===== src/rtl/sram_stream_reader.sv =====
`default_nettype none
// ============================================================================
// Module   : sram_stream_reader
// Purpose  : Read-side master for a simple dual-port SRAM. Accepts a burst
//            command (base, len), drives the SRAM read port, absorbs the fixed
//            1-cycle read latency and emits the words as a valid/ready stream
//            with a last flag. Issue is credit-gated against a small output
//            FIFO so backpressure is lossless at 1 word/cycle.
// Ports    : clk, rst                 - clock, synchronous active-high reset
//            cmd_valid/cmd_ready      - command handshake (ready only in IDLE)
//            cmd_base, cmd_len        - first word address, number of words
//            cmd_stride               - address step (READER_STRIDE_EN only)
//            sram_raddr, sram_rdata   - SRAM read port (rdata 1 cycle later)
//            out_valid/out_ready      - output stream handshake
//            out_data, out_last       - FIFO head word and end-of-burst flag
//            busy                     - high in STREAM or DRAIN
// Options  : `define READER_STRIDE_EN adds cmd_stride; otherwise step is 1.
// Revision : 1.0 - initial release
// ============================================================================
module sram_stream_reader #(
    parameter int ADDR_W     = 10,
    parameter int DATA_W     = 64,
    parameter int LEN_W      = 11,
    parameter int FIFO_DEPTH = 2
) (
    input  logic              clk,
    input  logic              rst,
    input  logic              cmd_valid,
    output logic              cmd_ready,
    input  logic [ADDR_W-1:0] cmd_base,
    input  logic [LEN_W-1:0]  cmd_len,
`ifdef READER_STRIDE_EN
    input  logic [ADDR_W-1:0] cmd_stride,
`endif
    output logic [ADDR_W-1:0] sram_raddr,
    input  logic [DATA_W-1:0] sram_rdata,
    output logic              out_valid,
    input  logic              out_ready,
    output logic [DATA_W-1:0] out_data,
    output logic              out_last,
    output logic              busy
);

    localparam int c_PTR_W = (FIFO_DEPTH > 1) ? $clog2(FIFO_DEPTH) : 1;
    localparam int c_CNT_W = $clog2(FIFO_DEPTH + 1);
    localparam int c_OCC_W = c_CNT_W + 1;

    localparam logic [1:0] c_ST_IDLE   = 2'd0;
    localparam logic [1:0] c_ST_STREAM = 2'd1;
    localparam logic [1:0] c_ST_DRAIN  = 2'd2;

    logic [1:0]         r_state;
    logic [ADDR_W-1:0]  r_next_addr;
    logic [ADDR_W-1:0]  r_raddr;
    logic [LEN_W-1:0]   r_remaining;
    logic               r_inflight;
    logic               r_inflight_last;

    logic [DATA_W-1:0]  r_fifo_data [FIFO_DEPTH];
    logic               r_fifo_last [FIFO_DEPTH];
    logic [c_PTR_W-1:0] r_wr_ptr;
    logic [c_PTR_W-1:0] r_rd_ptr;
    logic [c_CNT_W-1:0] r_count;

    logic [ADDR_W-1:0]  w_step;
    logic [c_OCC_W-1:0] w_occ;
    logic               w_pop;
    logic               w_credit;
    logic               w_issue;
    logic               w_head_last;

`ifdef READER_STRIDE_EN
    logic [ADDR_W-1:0]  r_stride;
    assign w_step = r_stride;
`else
    assign w_step = ADDR_W'(1);
`endif

    assign w_pop       = (r_count != '0) && out_ready;
    assign w_head_last = r_fifo_last[r_rd_ptr];

    // Occupancy the FIFO will have after this cycle's pending push/pop. A new
    // read issued now lands one cycle later, so it needs one free slot then.
    assign w_occ    = c_OCC_W'(r_count) + c_OCC_W'(r_inflight) - c_OCC_W'(w_pop);
    assign w_credit = (w_occ <= c_OCC_W'(FIFO_DEPTH - 1));
    assign w_issue  = (r_state == c_ST_STREAM) && w_credit;

    // The address is presented in the issuing cycle itself; otherwise the
    // last issued address is held.
    assign sram_raddr = w_issue ? r_next_addr : r_raddr;

    assign cmd_ready = (r_state == c_ST_IDLE);
    assign busy      = (r_state != c_ST_IDLE);
    assign out_valid = (r_count != '0);
    assign out_data  = r_fifo_data[r_rd_ptr];
    assign out_last  = (r_count != '0) && w_head_last;

    always_ff @(posedge clk) begin
        if (rst) begin
            r_state         <= c_ST_IDLE;
            r_next_addr     <= '0;
            r_raddr         <= '0;
            r_remaining     <= '0;
            r_inflight      <= 1'b0;
            r_inflight_last <= 1'b0;
            r_wr_ptr        <= '0;
            r_rd_ptr        <= '0;
            r_count         <= '0;
`ifdef READER_STRIDE_EN
            r_stride        <= '0;
`endif
            for (int i = 0; i < FIFO_DEPTH; i++) begin
                r_fifo_data[i] <= '0;
                r_fifo_last[i] <= 1'b0;
            end
        end else begin
            // Read pipeline: data for an address issued now is on sram_rdata
            // next cycle and is captured at the end of that cycle.
            r_inflight      <= w_issue;
            r_inflight_last <= w_issue && (r_remaining == LEN_W'(1));

            if (r_inflight) begin
                r_fifo_data[r_wr_ptr] <= sram_rdata;
                r_fifo_last[r_wr_ptr] <= r_inflight_last;
                r_wr_ptr              <= r_wr_ptr + c_PTR_W'(1);
            end
            if (w_pop) begin
                r_rd_ptr <= r_rd_ptr + c_PTR_W'(1);
            end
            case ({r_inflight, w_pop})
                2'b10:   r_count <= r_count + c_CNT_W'(1);
                2'b01:   r_count <= r_count - c_CNT_W'(1);
                default: r_count <= r_count;
            endcase

            case (r_state)
                c_ST_IDLE: begin
                    // A zero-length command is consumed without any effect.
                    if (cmd_valid && (cmd_len != '0)) begin
                        r_next_addr <= cmd_base;
                        r_remaining <= cmd_len;
`ifdef READER_STRIDE_EN
                        r_stride    <= cmd_stride;
`endif
                        r_state     <= c_ST_STREAM;
                    end
                end
                c_ST_STREAM: begin
                    if (w_issue) begin
                        r_raddr     <= r_next_addr;
                        r_next_addr <= r_next_addr + w_step;
                        r_remaining <= r_remaining - LEN_W'(1);
                        if (r_remaining == LEN_W'(1)) begin
                            r_state <= c_ST_DRAIN;
                        end
                    end
                end
                c_ST_DRAIN: begin
                    // The tagged word can only be popped after it landed, so
                    // its handshake means nothing remains in flight or queued.
                    if (w_pop && w_head_last) begin
                        r_state <= c_ST_IDLE;
                    end
                end
                default: r_state <= c_ST_IDLE;
            endcase
        end
    end

endmodule
`default_nettype wire


===== config.mk =====
export PLATFORM = sky130hd
export DESIGN_NAME = sram_stream_reader
export DESIGN_NICKNAME = d
export VERILOG_FILES = /design/src/rtl/sram_stream_reader.sv
export SDC_FILE = /design/constraint.sdc
export NUM_CORES = 1
export LEC_CHECK = 0
export BUFFER_PORTS_ARGS = -buffer_cell sky130_fd_sc_hd__buf_2
export CORE_MARGIN = 2
export CORE_UTILIZATION = 49
export DETAILED_ROUTE_END_ITERATION = 7
export PLACE_DENSITY = 0.76
export SLEW_MARGIN = 20
export SYNTH_ARGS = -nofsm -noshare
export SYNTH_HDL_FRONTEND = slang
export SYNTH_SLANG_ARGS = --single-unit

===== constraint.sdc =====
create_clock -name clk -period 2.5 [get_ports clk]
set_input_delay 0.25 -clock clk [delete_from_list [all_inputs] [get_ports clk]]
set_output_delay 0.25 -clock clk [all_outputs]
set_load 0.02 [all_outputs]

* Word level (Yosys, flattened, before mapping) *
Memories as Yosys holds them, arrays and structs flattened. A register that Yosys moved wholly into a read port is not among the register bits.
Index checks and enable logic that the tools add are counted.

cells by class
  muxes and demuxes = 28
  reductions and logical operators = 16
  order comparisons = 1
  add/subtract/negate cells = 8
  eq/ne operators = 9

operator list
  kind                     count
  $mux W64                 1
  $reduce_or A64 Y1        1
  $mux W10                 3
  $mux W11                 2
  $pmux W11 S2             1
  $pmux W10 S2             1
  $mux W1                  14
  $eq A11 B1 Y1 const B    1
  $reduce_bool A11 Y1      1
  $sub A11 B1 Y11 const B  1
  $add A10 B1 Y10 const B  1
  $mux W2                  4
  $reduce_bool A2 Y1       4
  $logic_and A1 B1 Y1      6
  $pmux W2 S3              1
  $eq A2 B1 Y1 const B     2
  $eq A2 B2 Y1 const B     2
  $ne A2 B1 Y1 const B     2
  $ne A2 B2 Y1 const B     2
  $pmux W2 S2              1
  $reduce_and A4 Y1        1
  $add A2 B1 Y3            1
  $le A3 B1 Y1 const B     1
  $reduce_and A3 Y1        1
  other kinds (6)          7

word-level totals
  output and inout port bits = 78
  memory bits (writable) = 130
  memories kept = 2
  flip-flop bits (word level) = 39
  input port bits = 89
  logic and storage cells = 73

memory list
  name         depth  width  rd ports  clocked after memory_dff  wr ports  RTL line  text
  r_fifo_data  2      64     1         1                         2         59        logic [DATA_W-1:0] r_fifo_data [FIFO_DEPTH];
  r_fifo_last  2      1      1         1                         2         60        logic r_fifo_last [FIFO_DEPTH];

* Longest topological paths before layout *
  depth in word-level cells = 7
  mapped depth = 11
  depth with buffers taken out = 8

* Least setup slack after synthesis *
No wires, ideal clock.

  kind = register -> register
  start = register r_count[0]
  end = register r_raddr[0]
  data arrival time = 2347 ps
  stages on the path, launching flop included = 11
  path buffers = 2
  clock period less this slack = 2462 ps
  setup time = 115 ps
  required time = 2385 ps
  path slack = 38 ps
  cells stage by stage = dfxtp_1 > nand3b_1 > nand2_1 > ha_1 > fa_1 > xor2_1 > and3_1 > buf_4 > buf_4 > mux2_2 > and2_1

on the way
  longest elaborated chain between the ends = 6
  elaborated cells on any way between the ends = 7
  classes of those cells = add/sub (2); order compare (1); mux (1); reduce/logical (3)

ends and longest elaborated chain
  item                                                   RTL line  text
  start: declaration                                     63        logic [c_CNT_W-1:0] r_count;
  start signal: assignment                               131       2'b10: r_count <= r_count + c_CNT_W'(1);
  start signal: assignment                               132       2'b01: r_count <= r_count - c_CNT_W'(1);
  start signal: assignment                               133       default: r_count <= r_count;
  branches (longest 2 deep; another with $add A2 B1 Y3)  -
  $sub A3 B1 Y3 (*)                                      84        assign w_occ = c_OCC_W'(r_count) + c_OCC_W'(r_inflight) - c_OCC_W'(w_pop);
  $le A3 B1 Y1 (*)                                       85        assign w_credit = (w_occ <= c_OCC_W'(FIFO_DEPTH - 1));
  $logic_and A1 B1 Y1 (*)                                86        assign w_issue = (r_state == c_ST_STREAM) && w_credit;
  $mux W10 (*)                                           -
  named net sram_raddr[0]                                35        output logic [ADDR_W-1:0] sram_raddr,
  end signal: assignment                                 150       r_raddr <= r_next_addr;
  end: declaration                                       54        logic [ADDR_W-1:0] r_raddr;

Mark *: on every way through the listed nets, which the timed path passes.
A chain may end at the register's enable or synchronous reset.

* Worst setup path after layout *
  start = register r_count[0]
  end = output port sram_raddr[6]

on the way
  longest elaborated chain between the ends = 6
  elaborated cells on any way between the ends = 7
  classes of those cells = add/sub (2); order compare (1); mux (1); reduce/logical (3)

ends and longest elaborated chain
  item                                                   RTL line
  branches (longest 2 deep; another with $add A2 B1 Y3)  -
  $sub A3 B1 Y3 (*)                                      84
  $le A3 B1 Y1 (*)                                       85
  $logic_and A1 B1 Y1 (*)                                86
  $mux W10 (*)                                           -
  end: declaration                                       35

Every way passes the cells marked *.

==> results.json <==
{
  "synth_top_area_share_pct": 49.71,
  "syn_nets": 712,
  "yosysMostFrequentCell": "and2_1",
  "rr_endpoint": "r_remaining[2]$_SDFFE_PP0P_",
  "grt_start_max_net_pins": 66,
  "routed.top_layer": "met5",
  "drt-initial-drc-count": 366,
  "finish.utilization_pct": 62.54,
  "p_int_mw": 5.244,
  "power.density_nw_per_um2": 708.8,
  "wirelength_um": 17440,
  "critPathMaxFanout": 6,
  "fp.dieH_um": 130.6,
  "synth_cells": 618,
  "relSlewSlack_pct": 60.46,
  "worstPathRequired_ns": 2.25,
  "arrival_ns": 2.60,
  "finalHoldViolations": 0,
  "rsz0062_at_grt": "true",
  "rows": 46,
  "yosysTopAreaCell": "edfxtp_1",
  "holdBufCountCts": 0,
  "grt_overflow_total": 0,
  "cts_inserted_buffers": 17,
  "wl_per_cell_um": 17.05,
  "first_pass_iters": 7,
  "ys_ff_latch": 170,
  "cp-endpoint": "sram_raddr[6]",
  "start_kind": "flop",
  "rrSetupSlack_ns": 0.09,
  "swShare_pct": 24.98,
  "syn_to_final_growth_pct": 25.59,
  "r2r-start": "r_count[0]$_SDFFE_PP0P_",
  "violations": "setup timing",
  "gp_congestion": 0.8445,
  "path_class": "reg -> out",
  "synth_area_leaders": "edfxtp_1 (50%), and2_1 (11%), mux2_2 (11%), dfxtp_1 (10%), clkbuf_1 (1.6%)",
  "ys_top_cells_by_count": "and2_1 (140), edfxtp_1 (130), mux2_2 (74), dfxtp_1 (40), clkbuf_1 (33)",
  "clk_pin_slew_worst_paths_ns": 0.06,
  "cp-end-kind": "output port",
  "setup_tns_ns": -3.030,
  "fin_crit_ns": 2.852,
  "p_total_mw": 6.991,
  "dr_wl_met3_um": 1402,
  "fin_crit_sh_pct": 114.1,
  "htree_levels": 4,
  "final_nets": 887,
  "synthFlopType": "edfxtp_1",
  "grt_usage_pct": 20.44,
  "maxCapViolCount": 0,
  "comb_power_share_pct": 14.5,
  "holdCritPathClass": "in -> reg",
  "rr_worst_depth": 11,
  "clock_power_share_pct": 38.2,
  "multi_input_area_um2": 2990,
  "synth_area_per_cell_um2": 12.71,
  "start_util_pct": 49.79,
  "seq_area_um2": 4707,
  "cp-startpoint": "r_count[0]$_SDFFE_PP0P_",
  "cts-root-buf": "clkbuf_16",
  "die_w_um": 130.6,
  "drv_slew": 0,
  "grt_pass1_vias": 5559,
  "clock_latency_ns": 0.43,
  "yosys.cell_types.count": 53,
  "setup_violations": 10,
  "outcome": "finished with violations",
  "postLayoutSetupSlackWorst_ns": -0.3523,
  "die-area_um2": 17050,
  "p_seq_share_pct": 47.4,
  "tightest_slew_ns": 0.5931,
  "p_leak_nw": 4.052,
  "core_um2": 15770,
  "final_layout_size_suffix_gt1_share_pct": 40.69,
  "portBuffers": 166,
  "vias": 5505,
  "drt-met1-wl_um": 6989,
  "syn_area_um2": 7853,
  "vias_per_cell": 5.381,
  "routed-wl-met2_um": 8660,
  "max_freq_mhz": 350.6,
  "async_flop_share_pct": 0,
  "cts.sinks": 170,
  "ioPinCount": 167,
  "place_area_um2": 8984,
  "cts_tree": "built",
  "clock_skew_ns": 0.01685,
  "synth_enable_flop_cells": 130,
  "postLayoutCellArea_um2": 9862,
  "hpwl_um": 10920,
  "seq_area_frac_synth_pct": 59.91,
  "clockBufferDepth": 2,
  "netSwitchingPower_mw": 1.747,
  "ant_nets": 0,
  "drc": 0,
  "grt_pass1_wl_um": 26740,
  "yosys_warnings": 0,
  "ir_drop_v": 0.0004392,
  "fill_cells": 1237,
  "antenna_found_initial": 2
}
==> power by group through the flow <==
stage	combinational [mW]	clock, mW	sequential, mW
floorplan	0.632	0	3.33
CTS	1.01	2.72	3.31
global route	1.09	2.82	3.33
finish	1.01	2.67	3.31
global placement	0.907	0	3.36
detailed placement	0.925	0	3.37
==> critical path, stage by stage, from the launching register on <==
cell and delay (ns):
dfxtp_2 0.33, nand3b_1 0.14, nand2_2 0.09, ha_4 0.17, fa_2 0.36, xor2_2 0.17, and3_4 0.24, buf_12 0.11
buf_12 0.12, mux2_4 0.31, buf_6 0.13
==> worst min path at each step <==
stage / cells after the start / slack [ns] / endpoint / startpoint
2_1_floorplan: 2 / 0.42 / r_next_addr[1]$_SDFFE_PP0P_ / cmd_base[1]
3_3_place_gp: 2 / 0.46 / r_remaining[10]$_SDFFE_PP0P_ / r_remaining[10]$_SDFFE_PP0P_
3_5_place_dp: 2 / 0.48 / r_remaining[10]$_SDFFE_PP0P_ / r_remaining[10]$_SDFFE_PP0P_
4_1_cts: 2 / 0.09 / r_fifo_data[0][22]$_SDFFCE_PN0P_ / sram_rdata[22]
5_1_grt: 2 / 0.10 / r_fifo_data[1][44]$_SDFFCE_PN0P_ / sram_rdata[44]
6_report: 2 / 0.11 / r_fifo_data[0][22]$_SDFFCE_PN0P_ / sram_rdata[22]
==> final cells by class <==
type	count	share of cell area (%)
multi-input combinational	391	30.32
timing repair buffer	195	12.41
inverter	18	0.6851
tap	216	2.740
clock buffer	18	4.352
antenna	1	0.02537
clock inverter	14	1.738
sequential	170	47.73
==> metrics by stage <==
stage                     hold slack (ns)  setup WS, ns  std cells
final                              0.1077       -0.3523       1023
after global routing               0.1006       -0.4459       1022
after CTS                         0.08906       -0.3682       1020
after detailed placement           0.4815      -0.05498        980
after global placement             0.4622       0.03627        980
after floorplan                    0.4183       0.03794        618
==> registers in the layout (all words and copies together) (netlist names), named ones only <==
signal           cells
r_count              2
r_fifo_data        128
r_fifo_last          2
r_inflight           1
r_inflight_last      1
r_next_addr         10
r_raddr             10
r_rd_ptr             1
r_remaining         11
r_state              2
r_wr_ptr             1
==> metal layers <==
metal / vias to the layer above / global-route usage [%]
met5: - / 0
met4: 2 / 8.698
met3: 29 / 4.397
met2: 238 / 35.39
met1: 2642 / 24.82
li1: 2594 / -
==> repair_timing <==
item	4_1_cts	5_1_grt
pin swaps	3	8
resized for setup	38	5
cloned	2	0
endpoints found under the setup margin	10	22
setup buffers	6	3
==> cell usage in the layout, fill, tap and decap left out, types with 17 or more instances in the layout <==
cell type | Yosys | final
buf_2 | 0 | 156
nand2_1 | 19 | 18
nor2_1 | 18 | 18
mux2_2 | 74 | 64
and2_1 | 140 | 140
buf_4 | 3 | 21
inv_1 | 18 | 17
clkbuf_16 | 0 | 17
edfxtp_1 | 130 | 130
dfxtp_1 | 40 | 38
==> cells by family (layout without fill, tap and decap cells) <==
logic type / Yosys count / after routing / share of synthesized area [%]
xor gates and xnor gates: 4 / 4 / 0.4462
buffers and inverters: 57 / 245 / 3.155
and+or+nand+nor: 235 / 235 / 17.75
DFF: 170 / 170 / 59.91
adders and majority gates: 5 / 5 / 0.8923
other: 0 / 1 / 0
muxes: 75 / 75 / 10.74
AOI/OAI and AO/OA: 72 / 72 / 7.106
No activity file was read; power rests on OpenSTA's default activity.
